===== config.mk =====
export PLATFORM = sky130hd
export DESIGN_NAME = adder_digit_serial_flat
export DESIGN_NICKNAME = d
export VERILOG_FILES = /design/src/rtl/adder_digit_serial_pkg.sv /design/src/rtl/adder_digit_serial_if.sv /design/src/rtl/adder_ripple_slice.sv /design/src/rtl/full_adder.sv /design/src/rtl/adder_digit_serial.sv /design/src/flat_wrapper.sv
export SDC_FILE = /design/constraint.sdc
export NUM_CORES = 1
export LEC_CHECK = 0
export BUFFER_PORTS_ARGS = -buffer_cell sky130_fd_sc_hd__buf_2
export CORE_MARGIN = 4
export CORE_UTILIZATION = 30
export CTS_CLUSTER_SIZE = 12
export DETAILED_ROUTE_END_ITERATION = 8
export SYNTH_ARGS = -nofsm -noshare
export SYNTH_HDL_FRONTEND = slang
export SYNTH_HIERARCHICAL = 1
export SYNTH_SLANG_ARGS = --single-unit

===== constraint.sdc =====
create_clock -name clk -period 5.2 [get_ports clk]
set_input_delay 0.78 -clock clk [delete_from_list [all_inputs] [get_ports clk]]
set_output_delay 0.78 -clock clk [all_outputs]
set_load 0.01 [all_outputs]

===== src/rtl/adder_digit_serial_pkg.sv =====
// rtl/adder_digit_serial_pkg.sv - shared state encoding and sizing helper for the digit-serial adder
package adder_digit_serial_pkg;

    typedef enum logic [1:0] {
        IDLE = 2'd0,
        RUN  = 2'd1,
        DONE = 2'd2
    } state_e;

    // Digit counter width; a single-digit adder still keeps a 1-bit counter.
    function automatic int cnt_width(input int ndig);
        return (ndig > 1) ? $clog2(ndig) : 1;
    endfunction

endpackage


===== src/rtl/adder_digit_serial_if.sv =====
// rtl/adder_digit_serial_if.sv - operand/result handshake bundle for the digit-serial adder
interface adder_digit_serial_if #(
    parameter int WIDTH = 16
);
    logic             in_valid;
    logic             in_ready;
    logic [WIDTH-1:0] a;
    logic [WIDTH-1:0] b;
    logic             cin;
    logic             out_valid;
    logic             out_ready;
    logic [WIDTH-1:0] sum;
    logic             cout;
    logic             ovf;

    modport master (
        output in_valid, a, b, cin, out_ready,
        input  in_ready, out_valid, sum, cout, ovf
    );

    modport slave (
        input  in_valid, a, b, cin, out_ready,
        output in_ready, out_valid, sum, cout, ovf
    );
endinterface


===== src/rtl/adder_ripple_slice.sv =====
// rtl/adder_ripple_slice.sv - DIGIT-bit ripple-carry chain of full adders
module adder_ripple_slice #(
    parameter int DIGIT = 4
) (
    input  logic [DIGIT-1:0] a_i,
    input  logic [DIGIT-1:0] b_i,
    input  logic             carry_i,
    output logic [DIGIT-1:0] sum_o,
    output logic             carry_o
);
    logic [DIGIT:0] carry;

    assign carry[0] = carry_i;

    for (genvar i = 0; i < DIGIT; i++) begin : g_bit
        full_adder u_fa (
            .a_i     (a_i[i]),
            .b_i     (b_i[i]),
            .carry_i (carry[i]),
            .sum_o   (sum_o[i]),
            .carry_o (carry[i+1])
        );
    end

    assign carry_o = carry[DIGIT];
endmodule


===== src/rtl/full_adder.sv =====
// rtl/full_adder.sv - single-bit full adder cell
module full_adder (
    input  logic a_i,
    input  logic b_i,
    input  logic carry_i,
    output logic sum_o,
    output logic carry_o
);
    assign sum_o   = a_i ^ b_i ^ carry_i;
    assign carry_o = (a_i & b_i) | (carry_i & (a_i ^ b_i));
endmodule


===== src/rtl/adder_digit_serial.sv =====
// rtl/adder_digit_serial.sv - adds WIDTH-bit operands DIGIT bits per clock with valid/ready handshakes
module adder_digit_serial
    import adder_digit_serial_pkg::*;
#(
    parameter int WIDTH = 16,
    parameter int DIGIT = 4
) (
    input  logic                  clk,
    input  logic                  rst_n,
    adder_digit_serial_if.slave   bus
);
    localparam int NDIG = WIDTH / DIGIT;
    localparam int CW   = cnt_width(NDIG);
    localparam logic [CW-1:0] LAST_DIG = CW'(NDIG - 1);

    state_e           state_q;
    logic [WIDTH-1:0] a_q;
    logic [WIDTH-1:0] b_q;
    logic [WIDTH-1:0] sum_q;
    logic             carry_q;
    logic [CW-1:0]    cnt_q;
    logic             cout_q;
    logic             ovf_q;

    int unsigned      dig_base;
    logic [DIGIT-1:0] slice_a;
    logic [DIGIT-1:0] slice_b;
    logic [DIGIT-1:0] slice_sum;
    logic             slice_carry;

    always_comb begin
        dig_base = 32'(cnt_q) * DIGIT;
        slice_a  = a_q[dig_base +: DIGIT];
        slice_b  = b_q[dig_base +: DIGIT];
    end

    adder_ripple_slice #(.DIGIT(DIGIT)) u_slice (
        .a_i     (slice_a),
        .b_i     (slice_b),
        .carry_i (carry_q),
        .sum_o   (slice_sum),
        .carry_o (slice_carry)
    );

    always_ff @(posedge clk or negedge rst_n) begin
        if (!rst_n) begin
            state_q <= IDLE;
            a_q     <= '0;
            b_q     <= '0;
            sum_q   <= '0;
            carry_q <= 1'b0;
            cnt_q   <= '0;
            cout_q  <= 1'b0;
            ovf_q   <= 1'b0;
        end else begin
            case (state_q)
                IDLE: begin
                    if (bus.in_valid) begin
                        a_q     <= bus.a;
                        b_q     <= bus.b;
                        carry_q <= bus.cin;
                        cnt_q   <= '0;
                        state_q <= RUN;
                    end
                end
                RUN: begin
                    sum_q[dig_base +: DIGIT] <= slice_sum;
                    carry_q                  <= slice_carry;
                    // The top digit carries the result MSB, so ovf is decided on this edge.
                    if (cnt_q == LAST_DIG) begin
                        cout_q  <= slice_carry;
                        ovf_q   <= (a_q[WIDTH-1] == b_q[WIDTH-1]) &&
                                   (slice_sum[DIGIT-1] != a_q[WIDTH-1]);
                        state_q <= DONE;
                    end else begin
                        cnt_q <= cnt_q + 1'b1;
                    end
                end
                DONE: begin
                    if (bus.out_ready) begin
                        state_q <= IDLE;
                    end
                end
                default: state_q <= IDLE;
            endcase
        end
    end

    assign bus.in_ready  = (state_q == IDLE);
    assign bus.out_valid = (state_q == DONE);
    assign bus.sum       = sum_q;
    assign bus.cout      = cout_q;
    assign bus.ovf       = ovf_q;
endmodule

===== src/flat_wrapper.sv =====
// flat-port wrapper written by rule: the top's interface ports become plain ports
module adder_digit_serial_flat import adder_digit_serial_pkg::*;
#(
    parameter int WIDTH = 16,
    parameter int DIGIT = 4
)
  (clk, rst_n, bus_in_valid, bus_a, bus_b, bus_cin, bus_out_ready, bus_in_ready, bus_out_valid, bus_sum, bus_cout, bus_ovf);
  adder_digit_serial_if #(.WIDTH(WIDTH)) bus_i ();
  input  logic clk;
  input  logic rst_n;
  input wire logic [$bits(bus_i.in_valid)-1:0] bus_in_valid;
  input wire logic [$bits(bus_i.a)-1:0] bus_a;
  input wire logic [$bits(bus_i.b)-1:0] bus_b;
  input wire logic [$bits(bus_i.cin)-1:0] bus_cin;
  input wire logic [$bits(bus_i.out_ready)-1:0] bus_out_ready;
  output wire logic [$bits(bus_i.in_ready)-1:0] bus_in_ready;
  output wire logic [$bits(bus_i.out_valid)-1:0] bus_out_valid;
  output wire logic [$bits(bus_i.sum)-1:0] bus_sum;
  output wire logic [$bits(bus_i.cout)-1:0] bus_cout;
  output wire logic [$bits(bus_i.ovf)-1:0] bus_ovf;
  assign bus_i.in_valid = bus_in_valid;
  assign bus_i.a = bus_a;
  assign bus_i.b = bus_b;
  assign bus_i.cin = bus_cin;
  assign bus_i.out_ready = bus_out_ready;
  assign bus_in_ready = bus_i.in_ready;
  assign bus_out_valid = bus_i.out_valid;
  assign bus_sum = bus_i.sum;
  assign bus_cout = bus_i.cout;
  assign bus_ovf = bus_i.ovf;
  adder_digit_serial #(.WIDTH(WIDTH), .DIGIT(DIGIT)) u_core (.clk(clk), .rst_n(rst_n), .bus(bus_i));
endmodule

==> metrics.cfg, run 1 <==
[critical_path]
crit_family=adder cells
path_cells=mux4_2 > fa_1 > fa_1 > fa_1 > fa_1 > nor3b_1 > a21oi_1 > o21ai_0
r2r-start=u_core/cnt_q[0]
ff2ff_setup_slack_ns=1.40
worstSetupPathType=reg -> reg
cpMostUsedCell=fa_1
r2r-end=u_core/bus.ovf
worstRegToRegCells=8
path_buf_inv=0
crit_path_top_delay_cell=dfrtp_1
max_stage_delay_ns=0.83
start_kind=register
worstPathRequired_ns=5.41
path_max_fanout=16
cp.arrival_ns=4.01
crit_path_end_kind=register

[cells_and_area]
drive_above_1_share_pct=47.4
layout.nets=281
area_growth_pct=14.2
layout.cells.non_filler=342
utilization_pct=35.4
num_antenna_cells=0

[timing]
fin_skew_ns=0.00203
fmax_mhz=263
fin_ws_ns=1.40
max_slew.worst_pin.slew_ns=0.737
finalHoldViolCount=0
post-route-period-util_pct=73.1
fin_crit_ns=3.80
fin_setup_tns_ns=0
rsz0062_at_grt=false
relSlewSlack_pct=50.9
drv_slew=0
setup_violations=0

[floorplanning]
num_rows=34
die_x_um=103
start_util_pct=31.0
ioPinCount=57
die_h_um=103
die-area_um2=10700
core_area_um2=8810

[detailed_routing]
dr.pass1.iters=4
drc=0
routed_wl_um=5270
vias=1561
drt-initial-drc-count=78
wl_per_cell_um=15.4
antenna_left=0
routed_via_density=4.56

[yosys]
synth.cell_area_um2=2730
yosys-top-cells-area=dfrtp_1 (50%), mux2_4 (17%), mux4_2 (6.6%)
synthTopCellsByCount=dfrtp_1 (55), mux2_4 (30), nand2_1 (18)
synthArstFlopShare_pct=100
ys_seq_elements=55
ys_seq_area_share_pct=50.4
synth-edff-count=0
yosysMostFrequentCell=dfrtp_1
ys.flop_type=dfrtp_1
synth_top_area_cell=dfrtp_1
ys_types=31
syn_nets=226
syn_inst=180
avgSynthCellArea_um2=15.2
ys_warn_count=6
synth.top_cell.area_share_pct=50.4

[placed_design]
dp_hpwl_um=4080
portBuffers=56
place_congestion=0.760
place_inst=336
place_ws_ns=1.39

[clock_tree]
postCtsSetupRepairBufs=0
clockBufferDepth=2
hold_buffers=0
cts_root_buffer=clkbuf_8
cts_tree=built
h-tree-depth=2
clkSinkCount=55
clock_latency_ns=0.29
cts_resized=0
numCtsBuffers=5
cts.reportedPaths.clkPinSlew_ns=0.08

[power_and_ir_drop]
p_int_mw=1.30
p_leak_nw=1.47
switching_share_pct=38.1
power_switching_uw=802
p_seq_share_pct=37.6
peakVddDrop_mv=0.306
power_density_nw_per_um2=676
combPwrFrac_pct=52.6
clkPwrFrac_pct=9.9
totalPowerFinal_mw=2.11

[global_routing]
grt_overflow=0
grt_pass1_wl_um=8500
antenna_found_initial=0
grt_max_degree=56
grt_pass1_vias=1657
gr-usage-all-layers_pct=10.4

[run_status]
status=finished, final reports clean

[min_path]
holdCritPathClass=reg -> reg
min-delay-start=u_core/bus.sum[13]
min_to=u_core/bus.sum[13]
hold_depth=2

[flow_run]
max-cap-violations=0

routing by layer:
layer	track usage (%)	vias up	part of all wire [%]
met3	2.62	4	5.1
met1	14.5	760	49
met5	0	-	0
met2	16.6	45	45
met4	2.09	0	0.51
li1	-	752	-
state kept, by name, indices dropped and copies added (netlist names):
| register | flops |
|---|---|
| u_core/a_q | 16 |
| u_core/b_q | 16 |
| u_core/bus.cout | 1 |
| u_core/bus.ovf | 1 |
| u_core/bus.sum | 16 |
| u_core/carry_q | 1 |
| u_core/cnt_q | 2 |
| u_core/state_q | 2 |
final cells by class:
type	instances	area (um2)
multi-input cells	112	1230
fillers	853	5690
inverters	4	15.0
repair buffers	57	288
well taps	108	135
clock buffers	6	72.6
flip-flops and latches	55	1380
cells by family (layout without fill, tap and decap cells):
logic type                 after synthesis  after routing  synth area share (%)
adders and majority gates                9              9                  5.23
and+or+nand+nor                         35             35                  8.48
buffers and inverters                   13             67                  4.54
muxes                                   43             43                  25.1
DFF                                     55             55                  50.4
AOI/OAI and AO/OA                       25             25                  6.19
worst min-delay path, cell delays in order (launching register included):
cell     delay, ns
dfrtp_1       0.34
nand2_1       0.04
o21ai_0       0.06
cells in the final DEF (no fill, tap or decap), types with 2 or more instances in the layout:
master,netlist,routed
fa_1,4,4
dfrtp_1,55,55
nor2_1,2,2
ha_1,5,5
mux2_4,30,30
nand2_1,18,18
buf_2,0,56
a22o_1,11,11
mux4_2,8,8
nand3b_1,3,3
clkbuf_8,0,5
inv_1,4,4
nand2b_1,2,2
a21oi_1,2,2
mux2_2,4,4
o21ai_0,10,10
worst max path at each step:
stage	start	to	slack, ns	depth (start not counted)
6_report	u_core/cnt_q[0]	u_core/bus.ovf	1.40	8
5_1_grt	u_core/cnt_q[0]	u_core/bus.ovf	1.10	8
4_1_cts	u_core/cnt_q[0]	u_core/bus.ovf	1.37	8
3_5_place_dp	u_core/cnt_q[0]	u_core/bus.ovf	1.39	8
3_3_place_gp	u_core/cnt_q[0]	u_core/bus.ovf	1.42	8
2_1_floorplan	u_core/cnt_q[0]	u_core/bus.ovf	1.84	9
stage by stage:
| step | hold WS (ns) | area (um2) |
|---|---|---|
| floorplan | 0.470 | 2730 |
| global placement | 0.460 | 3040 |
| detailed placement | 0.465 | 3040 |
| CTS | 0.486 | 3120 |
| global route | 0.521 | 3120 |
| finish | 0.478 | 3120 |
power groups by stage:
| stage | logic (mW) | clock network, mW | registers (mW) |
|---|---|---|---|
| 6_report | 1.11 | 0.208 | 0.792 |
| 5_1_grt | 1.21 | 0.237 | 0.825 |
| 4_1_cts | 1.12 | 0.220 | 0.796 |
| 3_5_place_dp | 1.12 | 0 | 0.804 |
| 3_3_place_gp | 1.11 | 0 | 0.798 |
| 2_1_floorplan | 0.908 | 0 | 0.731 |
No activity file was read; power rests on OpenSTA's default activity.
==> inputs of run 2 (changes only) <==
==> constraint.sdc (replaced) <==
create_clock -name clk -period 3.16 [get_ports clk]
set_input_delay 0.474 -clock clk [delete_from_list [all_inputs] [get_ports clk]]
set_output_delay 0.474 -clock clk [all_outputs]
set_load 0.01 [all_outputs]
==> run 2 against run 1 <==
Against the previous run: critical path type unchanged; clock power up 130%; worst hold slack worse by 0.15 ns; register-to-register slack got worse by 1.2 ns; cell count grew 1.8%; global-route usage up 0.92 points.
==> metrics.cfg, run 2 (synthesis results as in run 1) <==
[run_status]
status=finished, final reports clean  ; unchanged

[global_routing]
grt_max_degree=47  ; was 56
grt_pass1_vias=1730  ; was 1657
gr-usage-all-layers_pct=11.4  ; was 10.4%
grt_pass1_wl_um=9130  ; was 8500 um
grt_overflow=0  ; unchanged
antenna_found_initial=0  ; unchanged

[power_and_ir_drop]
switching_share_pct=36.7  ; was 38.1%
peakVddDrop_mv=0.389  ; was 0.306 mV
combPwrFrac_pct=53.0  ; was 52.6%
p_int_mw=2.35  ; was 1.30 mW
p_leak_nw=1.51  ; was 1.47 nW
power_switching_mw=1.36  ; was 802 uW
power_density_nw_per_um2=1160  ; was 676 nW/um2
totalPowerFinal_mw=3.72  ; was 2.11 mW
p_seq_share_pct=33.9  ; was 37.6%
clkPwrFrac_pct=13.1  ; was 9.9%

[clock_tree]
h-tree-depth=2  ; unchanged
cts.reportedPaths.clkPinSlew_ns=0.10  ; was 0.08 ns
cts_root_buffer=clkbuf_8  ; unchanged
numCtsBuffers=5  ; unchanged
clock_latency_ns=0.31  ; was 0.29 ns
clockBufferDepth=2  ; unchanged
postCtsSetupRepairBufs=0  ; unchanged
cts_resized=0  ; unchanged
cts_tree=built  ; unchanged
hold_buffers=0  ; unchanged
clkSinkCount=55  ; unchanged

[detailed_routing]
routed.top_layer=met4  ; unchanged
vias=1649  ; was 1561
wl_per_cell_um=16.3  ; was 15.4 um
met3WireLength_um=343  ; was 270 um
routed_wl_um=5660  ; was 5270 um
routed_via_density=4.74  ; was 4.56
drt-initial-drc-count=53  ; was 78
drc=0  ; unchanged
met1_length_um=2670  ; was 2590 um
met2RoutedLength_um=2560  ; was 2380 um
antenna_left=0  ; unchanged
dr.pass1.iters=4  ; unchanged

[floorplanning]
die-area_um2=10700  ; unchanged
die_h_um=103  ; unchanged
ioPinCount=57  ; unchanged
core_area_um2=8810  ; unchanged
start_util_pct=31.0  ; unchanged
die_x_um=103  ; unchanged
num_rows=34  ; unchanged

[timing]
fin_ws_ns=0.151  ; was 1.40 ns
fin_crit_ns=3.01  ; was 3.80 ns
finalHoldViolCount=0  ; unchanged
fin_skew_ns=0.00991  ; was 0.00203 ns
relSlewSlack_pct=30.1  ; was 50.9%
max_slew.worst_pin.slew_ns=1.05  ; was 0.737 ns
whs_ns=0.333  ; was 0.478 ns
fin_setup_tns_ns=0  ; unchanged
setup_violations=0  ; unchanged
drv_slew=0  ; unchanged
rsz0062_at_grt=false  ; unchanged
fmax_mhz=332  ; was 263 MHz
post-route-period-util_pct=95.2  ; was 73.1%

[critical_path]
cp.arrival_ns=3.24  ; was 4.01 ns
worstPathRequired_ns=3.40  ; was 5.41 ns
ff2ff_setup_slack_ns=0.15  ; was 1.40 ns
worstSetupPathType=reg -> reg  ; unchanged
cpMostUsedCell=fa_2  ; was fa_1
max_stage_delay_ns=0.54  ; was 0.83 ns
crit_path_top_delay_cell=mux4_2  ; was dfrtp_1
start_kind=register  ; unchanged
path_cells=mux4_2 > fa_2 > fa_2 > fa_2 > fa_1 > nor3b_2 > a21oi_1 > o21ai_0  ; was mux4_2 > fa_1 > fa_1 > fa_1 > fa_1 > nor3b_1 > a21oi_1 > o21ai_0
crit_path_end_kind=register  ; unchanged
path_max_fanout=4  ; was 16

[cells_and_area]
mostFrequentLayoutCells=buf_2 (56), dfrtp_1 (54), mux2_4 (30)  ; was buf_2 (56), dfrtp_1 (55), mux2_4 (30)
layout.cells.non_filler=348  ; was 342
layout.nets=285  ; was 281
layout_commonest_cell=buf_2  ; unchanged
nFillCells=840  ; was 853
seq_area_um2=1380  ; about the same
final_design_area_no_fill_um2=3200  ; was 3120 um2
drive_above_1_share_pct=51.2  ; was 47.4%
num_antenna_cells=0  ; unchanged
multiInputGateArea_um2=1240  ; was 1230 um2
area_growth_pct=17.4  ; was 14.2%
utilization_pct=36.4  ; was 35.4%

[placed_design]
place_ws_ns=0.144  ; was 1.39 ns
place_congestion=0.709  ; was 0.760
place_inst=340  ; was 336
portBuffers=56  ; unchanged
dpl_cell_area_um2=3090  ; was 3040 um2
dp_hpwl_um=4190  ; was 4080 um

[min_path]
holdCritPathClass=in -> async  ; was reg -> reg

[flow_run]
max-cap-violations=0  ; unchanged

run 2: cell types whose count changed in the layout (fill, tap and decap cells not counted), sizes merged:
| cell | previous run | this run |
|---|---|---|
| clkinv | 0 | 1 |
| buf | 57 | 61 |
| bufinv | 0 | 1 |
run 2: worst max-delay path, delay by kind of cell (launching register included):
family / cells / cell delay [ns]
compound gates: 2 / 0.18
fa+ha+maj: 4 / 1.60
flops: 1 / 0.42
mux: 1 / 0.54
simple gates: 1 / 0.18
run 2: power by group through the flow:
stage                     Combinational (mW)  Sequential, mW  Clock (mW)
after global routing                    2.16            1.30       0.529
final                                   1.97            1.26       0.486
after global placement                  1.95            1.26           0
after floorplan                         1.54            1.21           0
after detailed placement                1.98            1.27           0
after CTS                               1.99            1.26       0.505
run 2: metal layers:
metal | track usage [%] | up-vias
met5 | 0 | -
met1 | 15.4 | 822
met4 | 3.88 | 0
met3 | 3.15 | 9
met2 | 17.5 | 54
li1 | - | 764
run 2: final timing paths:
check,depth (start not counted),to,start
max,8,u_core/bus.ovf,u_core/cnt_q[0]
min,1,u_core/bus.sum[2],rst_n
max reg2reg,8,u_core/bus.ovf,u_core/cnt_q[0]
min reg2reg,2,u_core/bus.sum[14],u_core/bus.sum[14]
max in group asynchronous,2,u_core/b_q[10],rst_n
min in group clk,2,u_core/state_q[1],bus_out_ready
run 2: final cells by class:
| class | instances | area share, % |
|---|---|---|
| inverter | 4 | 0.469 |
| clock inverter | 2 | 1.09 |
| multi-input combinational | 112 | 38.7 |
| timing repair buffer | 61 | 9.92 |
| clock buffer | 6 | 2.58 |
| sequential | 55 | 43.0 |
| tap | 108 | 4.22 |
